## config.mk

```make
export PLATFORM = sky130hd
export DESIGN_NAME = multicycle_control_unit
export DESIGN_NICKNAME = d
export VERILOG_FILES = /design/src/rtl/mc_ctrl_pkg.sv /design/src/rtl/ula_funct_decoder.sv /design/src/rtl/multicycle_control_unit.sv
export SDC_FILE = /design/constraint.sdc
export NUM_CORES = 1
export LEC_CHECK = 0
export ABC_AREA = 1
export BUFFER_PORTS_ARGS = -buffer_cell sky130_fd_sc_hd__buf_2
export CORE_ASPECT_RATIO = 0.8
export CORE_UTILIZATION = 46
export DETAILED_ROUTE_END_ITERATION = 16
export PLACE_DENSITY = 0.7
export SLEW_MARGIN = 10
export SYNTH_ARGS = -nofsm -noshare
export SYNTH_HDL_FRONTEND = slang
export SYNTH_HIERARCHICAL = 1
export SYNTH_SLANG_ARGS = --single-unit
export TNS_END_PERCENT = 20
```

## constraint.sdc

```tcl
create_clock -name clk -period 2.4 [get_ports clk]
set_input_delay 0.12 -clock clk [delete_from_list [all_inputs] [get_ports clk]]
set_output_delay 0.12 -clock clk [all_outputs]
set_load 0.02 [all_outputs]
```

## src/rtl/mc_ctrl_pkg.sv

```systemverilog
// Shared encodings for the multicycle MIPS controller: opcodes, funct codes, ULA codes, mux selects, states.
// Pure declarations; no timing or flow-control behaviour of its own.
package mc_ctrl_pkg;

  localparam logic [5:0] OP_RTYPE = 6'b000000;
  localparam logic [5:0] OP_J     = 6'b000010;
  localparam logic [5:0] OP_BEQ   = 6'b000100;
  localparam logic [5:0] OP_BNE   = 6'b000101;
  localparam logic [5:0] OP_ADDI  = 6'b001000;
  localparam logic [5:0] OP_SLTI  = 6'b001010;
  localparam logic [5:0] OP_ANDI  = 6'b001100;
  localparam logic [5:0] OP_ORI   = 6'b001101;
  localparam logic [5:0] OP_LW    = 6'b100011;
  localparam logic [5:0] OP_SW    = 6'b101011;

  localparam logic [5:0] FN_ADD = 6'b100000;
  localparam logic [5:0] FN_SUB = 6'b100010;
  localparam logic [5:0] FN_AND = 6'b100100;
  localparam logic [5:0] FN_OR  = 6'b100101;
  localparam logic [5:0] FN_SLT = 6'b101010;

  localparam logic [2:0] ULA_ADD = 3'b010;
  localparam logic [2:0] ULA_SUB = 3'b110;
  localparam logic [2:0] ULA_AND = 3'b000;
  localparam logic [2:0] ULA_OR  = 3'b001;
  localparam logic [2:0] ULA_SLT = 3'b111;

  localparam logic [1:0] SRCB_B      = 2'b00;
  localparam logic [1:0] SRCB_FOUR   = 2'b01;
  localparam logic [1:0] SRCB_IMM    = 2'b10;
  localparam logic [1:0] SRCB_IMM_SH = 2'b11;

  localparam logic [1:0] PCSRC_RESULT = 2'b00;
  localparam logic [1:0] PCSRC_ULAOUT = 2'b01;
  localparam logic [1:0] PCSRC_JUMP   = 2'b10;

  typedef enum logic [3:0] {
    S_RESET    = 4'd0,
    S_FETCH    = 4'd1,
    S_DECODE   = 4'd2,
    S_MEMADR   = 4'd3,
    S_MEMREAD  = 4'd4,
    S_MEM_WB   = 4'd5,
    S_MEMWRITE = 4'd6,
    S_EXEC_R   = 4'd7,
    S_ALU_WB   = 4'd8,
    S_EXEC_I   = 4'd9,
    S_ALUI_WB  = 4'd10,
    S_BRANCH   = 4'd11,
    S_JUMP     = 4'd12
  } state_e;

endpackage

```

## src/rtl/ula_funct_decoder.sv

```systemverilog
// Maps an R-type funct field to the ULA operation and flags funct codes the datapath cannot execute.
// Purely combinational, zero latency; no handshake.
module ula_funct_decoder
  import mc_ctrl_pkg::*;
#(
  parameter int FUNCT_W    = 6,
  parameter int ULA_CTRL_W = 3
) (
  input  logic [FUNCT_W-1:0]    funct_i,
  output logic [ULA_CTRL_W-1:0] ula_ctrl_o,
  output logic                  legal_o
);

  always_comb begin
    ula_ctrl_o = ULA_CTRL_W'(ULA_ADD);
    legal_o    = 1'b1;
    case (funct_i)
      FUNCT_W'(FN_ADD): ula_ctrl_o = ULA_CTRL_W'(ULA_ADD);
      FUNCT_W'(FN_SUB): ula_ctrl_o = ULA_CTRL_W'(ULA_SUB);
      FUNCT_W'(FN_AND): ula_ctrl_o = ULA_CTRL_W'(ULA_AND);
      FUNCT_W'(FN_OR):  ula_ctrl_o = ULA_CTRL_W'(ULA_OR);
      FUNCT_W'(FN_SLT): ula_ctrl_o = ULA_CTRL_W'(ULA_SLT);
      default:          legal_o    = 1'b0;
    endcase
  end

endmodule

```

## src/rtl/multicycle_control_unit.sv

```systemverilog
// Multicycle MIPS controller: sequences each instruction over 3-5 states onto a shared ULA and unified memory.
// Memory states hold until mem_ready; each wait cycle adds one cycle to the instruction.
module multicycle_control_unit
  import mc_ctrl_pkg::*;
#(
  parameter int OP_W       = 6,
  parameter int FUNCT_W    = 6,
  parameter int ULA_CTRL_W = 3,
  parameter int RET_CNT_W  = 32
) (
  input  logic                  clk,
  input  logic                  rst_n,
  input  logic [OP_W-1:0]       OP,
  input  logic [FUNCT_W-1:0]    Funct,
  input  logic                  Zero,
  input  logic                  mem_ready,
  output logic                  mem_req,
  output logic                  MemWrite,
  output logic                  IorD,
  output logic                  IRWrite,
  output logic                  PCEn,
  output logic [1:0]            PCSrc,
  output logic                  ULASrcA,
  output logic [1:0]            ULASrcB,
  output logic [ULA_CTRL_W-1:0] ULAControl,
  output logic                  RegDst,
  output logic                  MemtoReg,
  output logic                  RegWrite,
  output logic                  illegal_op,
  output logic [RET_CNT_W-1:0]  retired
);

  state_e                 state_q, state_d;
  logic [RET_CNT_W-1:0]   retired_q, retired_d;
  logic                   retire;
  logic [ULA_CTRL_W-1:0]  r_ctrl;
  logic                   funct_legal;

  ula_funct_decoder #(
    .FUNCT_W    (FUNCT_W),
    .ULA_CTRL_W (ULA_CTRL_W)
  ) u_funct_dec (
    .funct_i    (Funct),
    .ula_ctrl_o (r_ctrl),
    .legal_o    (funct_legal)
  );

  always_ff @(posedge clk or negedge rst_n) begin
    if (!rst_n) begin
      state_q   <= S_RESET;
      retired_q <= '0;
    end else begin
      state_q   <= state_d;
      retired_q <= retired_d;
    end
  end

  assign retired_d = retire ? retired_q + RET_CNT_W'(1) : retired_q;
  assign retired   = retired_q;

  always_comb begin
    state_d    = state_q;
    retire     = 1'b0;
    mem_req    = 1'b0;
    MemWrite   = 1'b0;
    IorD       = 1'b0;
    IRWrite    = 1'b0;
    PCEn       = 1'b0;
    PCSrc      = PCSRC_RESULT;
    ULASrcA    = 1'b0;
    ULASrcB    = SRCB_B;
    ULAControl = '0;
    RegDst     = 1'b0;
    MemtoReg   = 1'b0;
    RegWrite   = 1'b0;
    illegal_op = 1'b0;

    case (state_q)
      S_RESET: state_d = S_FETCH;

      // PC+4 is computed while the instruction is read; both commit on mem_ready.
      S_FETCH: begin
        mem_req    = 1'b1;
        ULASrcB    = SRCB_FOUR;
        ULAControl = ULA_CTRL_W'(ULA_ADD);
        IRWrite    = mem_ready;
        PCEn       = mem_ready;
        if (mem_ready) state_d = S_DECODE;
      end

      S_DECODE: begin
        ULASrcB    = SRCB_IMM_SH;
        ULAControl = ULA_CTRL_W'(ULA_ADD);
        case (OP)
          OP_W'(OP_LW), OP_W'(OP_SW): state_d = S_MEMADR;
          OP_W'(OP_RTYPE): begin
            if (funct_legal) begin
              state_d = S_EXEC_R;
            end else begin
              illegal_op = 1'b1;
              state_d    = S_FETCH;
            end
          end
          OP_W'(OP_BEQ), OP_W'(OP_BNE): state_d = S_BRANCH;
          OP_W'(OP_ADDI), OP_W'(OP_ANDI),
          OP_W'(OP_ORI), OP_W'(OP_SLTI): state_d = S_EXEC_I;
          OP_W'(OP_J): state_d = S_JUMP;
          default: begin
            illegal_op = 1'b1;
            state_d    = S_FETCH;
          end
        endcase
      end

      S_MEMADR: begin
        ULASrcA    = 1'b1;
        ULASrcB    = SRCB_IMM;
        ULAControl = ULA_CTRL_W'(ULA_ADD);
        if (OP == OP_W'(OP_LW))      state_d = S_MEMREAD;
        else if (OP == OP_W'(OP_SW)) state_d = S_MEMWRITE;
        else                         state_d = S_FETCH;
      end

      S_MEMREAD: begin
        mem_req = 1'b1;
        IorD    = 1'b1;
        if (mem_ready) state_d = S_MEM_WB;
      end

      S_MEM_WB: begin
        RegWrite = 1'b1;
        MemtoReg = 1'b1;
        retire   = 1'b1;
        state_d  = S_FETCH;
      end

      S_MEMWRITE: begin
        mem_req  = 1'b1;
        MemWrite = 1'b1;
        IorD     = 1'b1;
        if (mem_ready) begin
          retire  = 1'b1;
          state_d = S_FETCH;
        end
      end

      S_EXEC_R: begin
        ULASrcA    = 1'b1;
        ULASrcB    = SRCB_B;
        ULAControl = r_ctrl;
        state_d    = S_ALU_WB;
      end

      S_ALU_WB: begin
        RegDst   = 1'b1;
        RegWrite = 1'b1;
        retire   = 1'b1;
        state_d  = S_FETCH;
      end

      S_EXEC_I: begin
        ULASrcA = 1'b1;
        ULASrcB = SRCB_IMM;
        case (OP)
          OP_W'(OP_ANDI): ULAControl = ULA_CTRL_W'(ULA_AND);
          OP_W'(OP_ORI):  ULAControl = ULA_CTRL_W'(ULA_OR);
          OP_W'(OP_SLTI): ULAControl = ULA_CTRL_W'(ULA_SLT);
          default:        ULAControl = ULA_CTRL_W'(ULA_ADD);
        endcase
        state_d = S_ALUI_WB;
      end

      S_ALUI_WB: begin
        RegWrite = 1'b1;
        retire   = 1'b1;
        state_d  = S_FETCH;
      end

      // Branch target was parked in ULAOut during DECODE; the subtract resolves the condition.
      S_BRANCH: begin
        ULASrcA    = 1'b1;
        ULASrcB    = SRCB_B;
        ULAControl = ULA_CTRL_W'(ULA_SUB);
        PCSrc      = PCSRC_ULAOUT;
        PCEn       = (OP == OP_W'(OP_BEQ)) ? Zero : !Zero;
        retire     = 1'b1;
        state_d    = S_FETCH;
      end

      S_JUMP: begin
        PCSrc   = PCSRC_JUMP;
        PCEn    = 1'b1;
        retire  = 1'b1;
        state_d = S_FETCH;
      end

      default: state_d = S_FETCH;
    endcase
  end

endmodule

```

After elaboration in Yosys (flattened, before gate mapping)
Cells that the tools add are included.
- input bits: 16
- memories kept: 0
- bits in read-only memories: 0
- bits in writable memories: 0
- output and inout bits: 49
- latch bits: 0
- bits in registers: 36
- $lt $le $gt $ge: 0
- multipliers: 0
- bitwise gates (word level): 0
- equal/unequal tests: 29
- muxes and demuxes: 29
- reductions and logical operators: 15
- divide/modulo/power cells: 0
- shift-type cells: 0
- add/subtract/negate cells: 1
- operators by type and width (cell ; number):
    6-bit == test (second input constant) ; 7
    32-bit by 1-bit adder with 32-bit output (second input constant) ; 1
    4-bit case mux with 7 select lines ; 1
    6-bit by 4-bit == test with 1-bit output (second input constant) ; 4
    3-bit case mux with 4 select lines ; 2
    4-bit == test (second input constant) ; 5
    4-bit case mux with 5 select lines ; 1
    4-bit by 3-bit == test with 1-bit output (second input constant) ; 4
    1-bit 2-to-1 mux ; 13
    6-bit by 3-bit == test with 1-bit output (second input constant) ; 2
    4-bit 2-to-1 mux ; 3
    5-bit OR reduction ; 2
    3-bit 2-to-1 mux ; 3
    3-bit case mux with 3 select lines ; 1
    3-bit OR reduction ; 3
    9-bit OR reduction ; 1
    4-bit by 2-bit == test with 1-bit output (second input constant) ; 2
    2-bit OR reduction ; 4
    4-bit OR reduction ; 2
    6-bit by 2-bit == test with 1-bit output (second input constant) ; 1
    6-bit logical NOT ; 1
    2-bit inequality test (second input constant) ; 3
    2-bit case mux with 3 select lines ; 1
    4-bit by 1-bit == test with 1-bit output (second input constant) ; 1
    other kinds (5) ; 6

Depth between registers and ports, before layout
- depth in word-level cells: 6
- gate-level depth with buffers: 13

Cells and area by module
Netlist, hierarchy kept.
- by module, submodules not included (module ; times used ; area each (µm²) ; cells each ; seq. area each (µm²)):
    multicycle_control_unit ; 1 ; 2831.5 ; 460 ; 900.9
    ula_funct_decoder ; 1 ; 118.9 ; 28 ; 0.0

Least setup slack after synthesis
OpenSTA, ideal clock, no wires.
- path kind: register to register
- start point: reg retired_q[0] (netlist: retired[0])
- end point: reg retired_q[28] (netlist: retired[28])
- arrival: 1.598 ns
- data required time: 2.283 ns
- cell stages (with the launch flop): 9
- path slack: 0.685 ns
- cells stage by stage: dfrtp_1 ha_1 nand3_1 nor2_1 nand2_1 nand2_1 nand2_1 nand2_1 nand2_1
- longest elaborated chain between the ends: 1
- ends and longest elaborated chain (what ; line ; RTL):
    start, declared ; multicycle_control_unit.sv:34 ; logic [RET_CNT_W-1:0] retired_q, retired_d;
    start signal, assigned ; multicycle_control_unit.sv:54 ; retired_q <= retired_d;
    32-bit by 1-bit adder with 32-bit output ; multicycle_control_unit.sv:58 ; assign retired_d = retire ? retired_q + RET_CNT_W'(1) : retired_q;
Every way passes these cells.
A chain may end at the register's enable or synchronous reset.

Final worst setup path
- start point: reg state_q[3]
- end point: out illegal_op
- longest elaborated chain between the ends: 2
- ends and longest elaborated chain (what ; line ; RTL):
    start, declared ; multicycle_control_unit.sv:33 ; state_e state_q, state_d;
    start signal, assigned ; multicycle_control_unit.sv:53 ; state_q <= state_d;
    4-bit by 2-bit == test with 1-bit output ; multicycle_control_unit.sv:78 ; case (state_q)
    1-bit 2-to-1 mux ; multicycle_control_unit.sv:78 ;
    end, declared ; multicycle_control_unit.sv:29 ; output logic illegal_op,
Every way passes these cells.

==> out/metrics.csv <==
metric;value;unit
p_sw_share;40.7;%
pwr-share-comb;35.2;%
cellLeakagePower;1.81;nW
area.growth.synth_to_final;17.1;%
worstHoldStart;mem_ready;
drv_slew;0;
nets;574;
cts_buffers;5;
core_area;0.00604;sq mm
n_antenna_cell;0;
max_slew_margin;44.9;%
grt_pass1_vias;2870;
fin_ws;0.488;ns
fin_cells;639;
place_ws;0.610;ns
path_clk_slew;0.07;ns
required;2.28;ns
ys_seq_elements;36;
wl_per_cell;12.3;um
ant_nets;0;
reg2reg_setup_slack;0.58;ns
arrival;1.79;ns
intPower;0.00117;W
initial_core_util;48.9;%
viasPerCell;5.10;
worst_path_most_repeated_cell;nor2_1;
cp_num_cells;6;
crit_path_end_kind;output port;
finClkSkew;0.0133;ns
ir_worst_vdd;0.526;mV
die_y;73.6;um
worst_pin_slew;0.827;ns
r2r_start;retired[0];
path_cells;nor2_1, inv_1, nor2_1, nand2_1, nor2_1, buf_2;
yosysTopAreaCellShare;30.5;%
ys_seq_area_share;30.5;%
final_cell_mix;194 x nand2_1, 86 x nor2_1, 64 x buf_2;
synth_nets;505;
globalplace.congestion;0.912;
htree_levels;2;
crit_path_start_kind;register;
status;finished, final reports clean;
grtUsageTotal;25.0;%
io_buffers;64;
drc;0;
clkSinkCount;36;
cts_buffer_depth;2;
r2r.worst_path.cells;8;
period_share;79.7;%
cp_slowest_cell;dfrtp_1;
syn_inst;488;
syn_avg_cell_area;6.05;sq um
cts-root-buf;clkbuf_8;
final_util;57.2;%
dieArea;0.00674;sq mm
cts_tree;yes;
grt_antenna_before_repair;0;
max_stage_delay;0.47;ns
chipWidth;91.5;um
maxCapViolCount;0;
nFillCells;621;
ys_types;33;
place_area;0.00333;sq mm
ys_top_cells_by_area;dfrtp_1 31%, nand2_1 25%, nor2_1 11%;
grt-ovfl-total;0;
wl;7840;um
fp-row-count;25;
whs_path_depth;4;
cts_setup_buffers;0;
grt_pass1_wl;13400;um
crit_type;register to output port;
finalHoldViolCount;0;
r2r_end;retired[24];
yosys.area.top_type;dfrtp_1;
grt_max_degree;46;
fin_crit;1.91;ns
max_freq;523;MHz
layout_commonest_cell;nand2_1;
hpwlAfterDp;6100;um
io_pins;65;
holdPathEnd;state_q[1];
hp-class;input port to register;
drive_above_1_share;18.3;%
yosysWarnings;6;
fin_area;0.00345;sq mm
setup_violations;0;
worstPathMaxFanout;5;
p_seq_share;37.0;%
tns;0;ns
syn_area;0.00295;sq mm
initialDrtViolationCount;251;
switchingPower;0.000801;W
place_inst;630;
power.density;570;mW/mm^2
drt_first_pass_iters;5;
critical_path_buf_inv_count;2;
worstSkewPairLatency;0.30;ns
rsz0062_at_grt;no;
p_clk_share;27.8;%
dr_total_vias;3256;
critical_path.top_delay_family;simple AND/OR/NAND/NOR gates;
worst min-delay path: cells and delay by family:
kind                   cells  cell delay [ns]
buffers and inverters      2             0.18
AND/OR/NAND/NOR            2             0.13
power by group through the flow:
stage,clock network [W],registers [W],logic (W)
3_3_place_gp,0,0.000737,0.000687
5_1_grt,0.000582,0.000738,0.000766
3_5_place_dp,0,0.000739,0.000692
2_1_floorplan,0,0.000756,0.000473
6_report,0.000548,0.000728,0.000692
4_1_cts,0.000561,0.000728,0.000696
worst max-delay path by stage:
stage	start	to	slack, ns
finish	state_q[3]	illegal_op	0.49
detailed placement	retired[0]	retired[28]	0.61
global placement	retired[0]	retired[28]	0.65
CTS	state_q[3]	illegal_op	0.49
global route	state_q[3]	illegal_op	0.33
floorplan	retired[0]	retired[28]	0.68
cells in the mapped netlist, drive strengths merged:
cell type / instances
nand2: 200
nand3: 50
inv: 58
a21oi: 4
ha: 1
o211ai: 1
nand3b: 5
nor3: 2
o22ai: 2
nand4: 8
nor2: 95
dfrtp: 36
and3: 1
a22o: 1
buf: 6
o21ai: 9
o2111ai: 1
xor2: 8
through the flow:
stage,hold WS [ns],power [W]
finish,0.165,0.00197
global route,0.217,0.00209
CTS,0.159,0.00199
detailed placement,0.264,0.00143
global placement,0.264,0.00142
floorplan,-0.176,0.00123
kinds of logic (layout without fill, tap and decap cells):
family | after synthesis | in the layout | synth area share, %
compound gates | 18 | 18 | 3.86
xor+xnor | 8 | 8 | 2.63
fa+ha+maj | 1 | 1 | 0.424
buf+inv | 64 | 134 | 9.46
flops | 36 | 36 | 30.5
simple gates | 361 | 361 | 53.1
flip-flops by register name, indices dropped and copies added (netlist names):
signal and count:
retired 32, state_q 4
metal layers:
layer,vias to the layer above,share of wire [%],GRT usage [%]
li1,1661,-,-
met1,1474,52,37.1
met2,105,41,37.6
met3,16,5.8,4.35
met4,0,1.2,6.17
met5,-,0,0
repair_timing:
action / 4_1_cts / 5_1_grt
endpoints found under the hold margin: 36 / 0
gates resized for setup: 0 / 0
hold buffers: 1 / 0
area by class of cell:
class	count	area, sq um	area share (%)
well taps	81	101	2.93
clock buffers	5	68.8	1.99
clock inverters	3	42.5	1.23
repair buffers	68	353	10.2
flip-flops and latches	36	901	26.1
inverters	58	218	6.30
multi-input cells	388	1770	51.2
(Power assumes the default switching activity.)
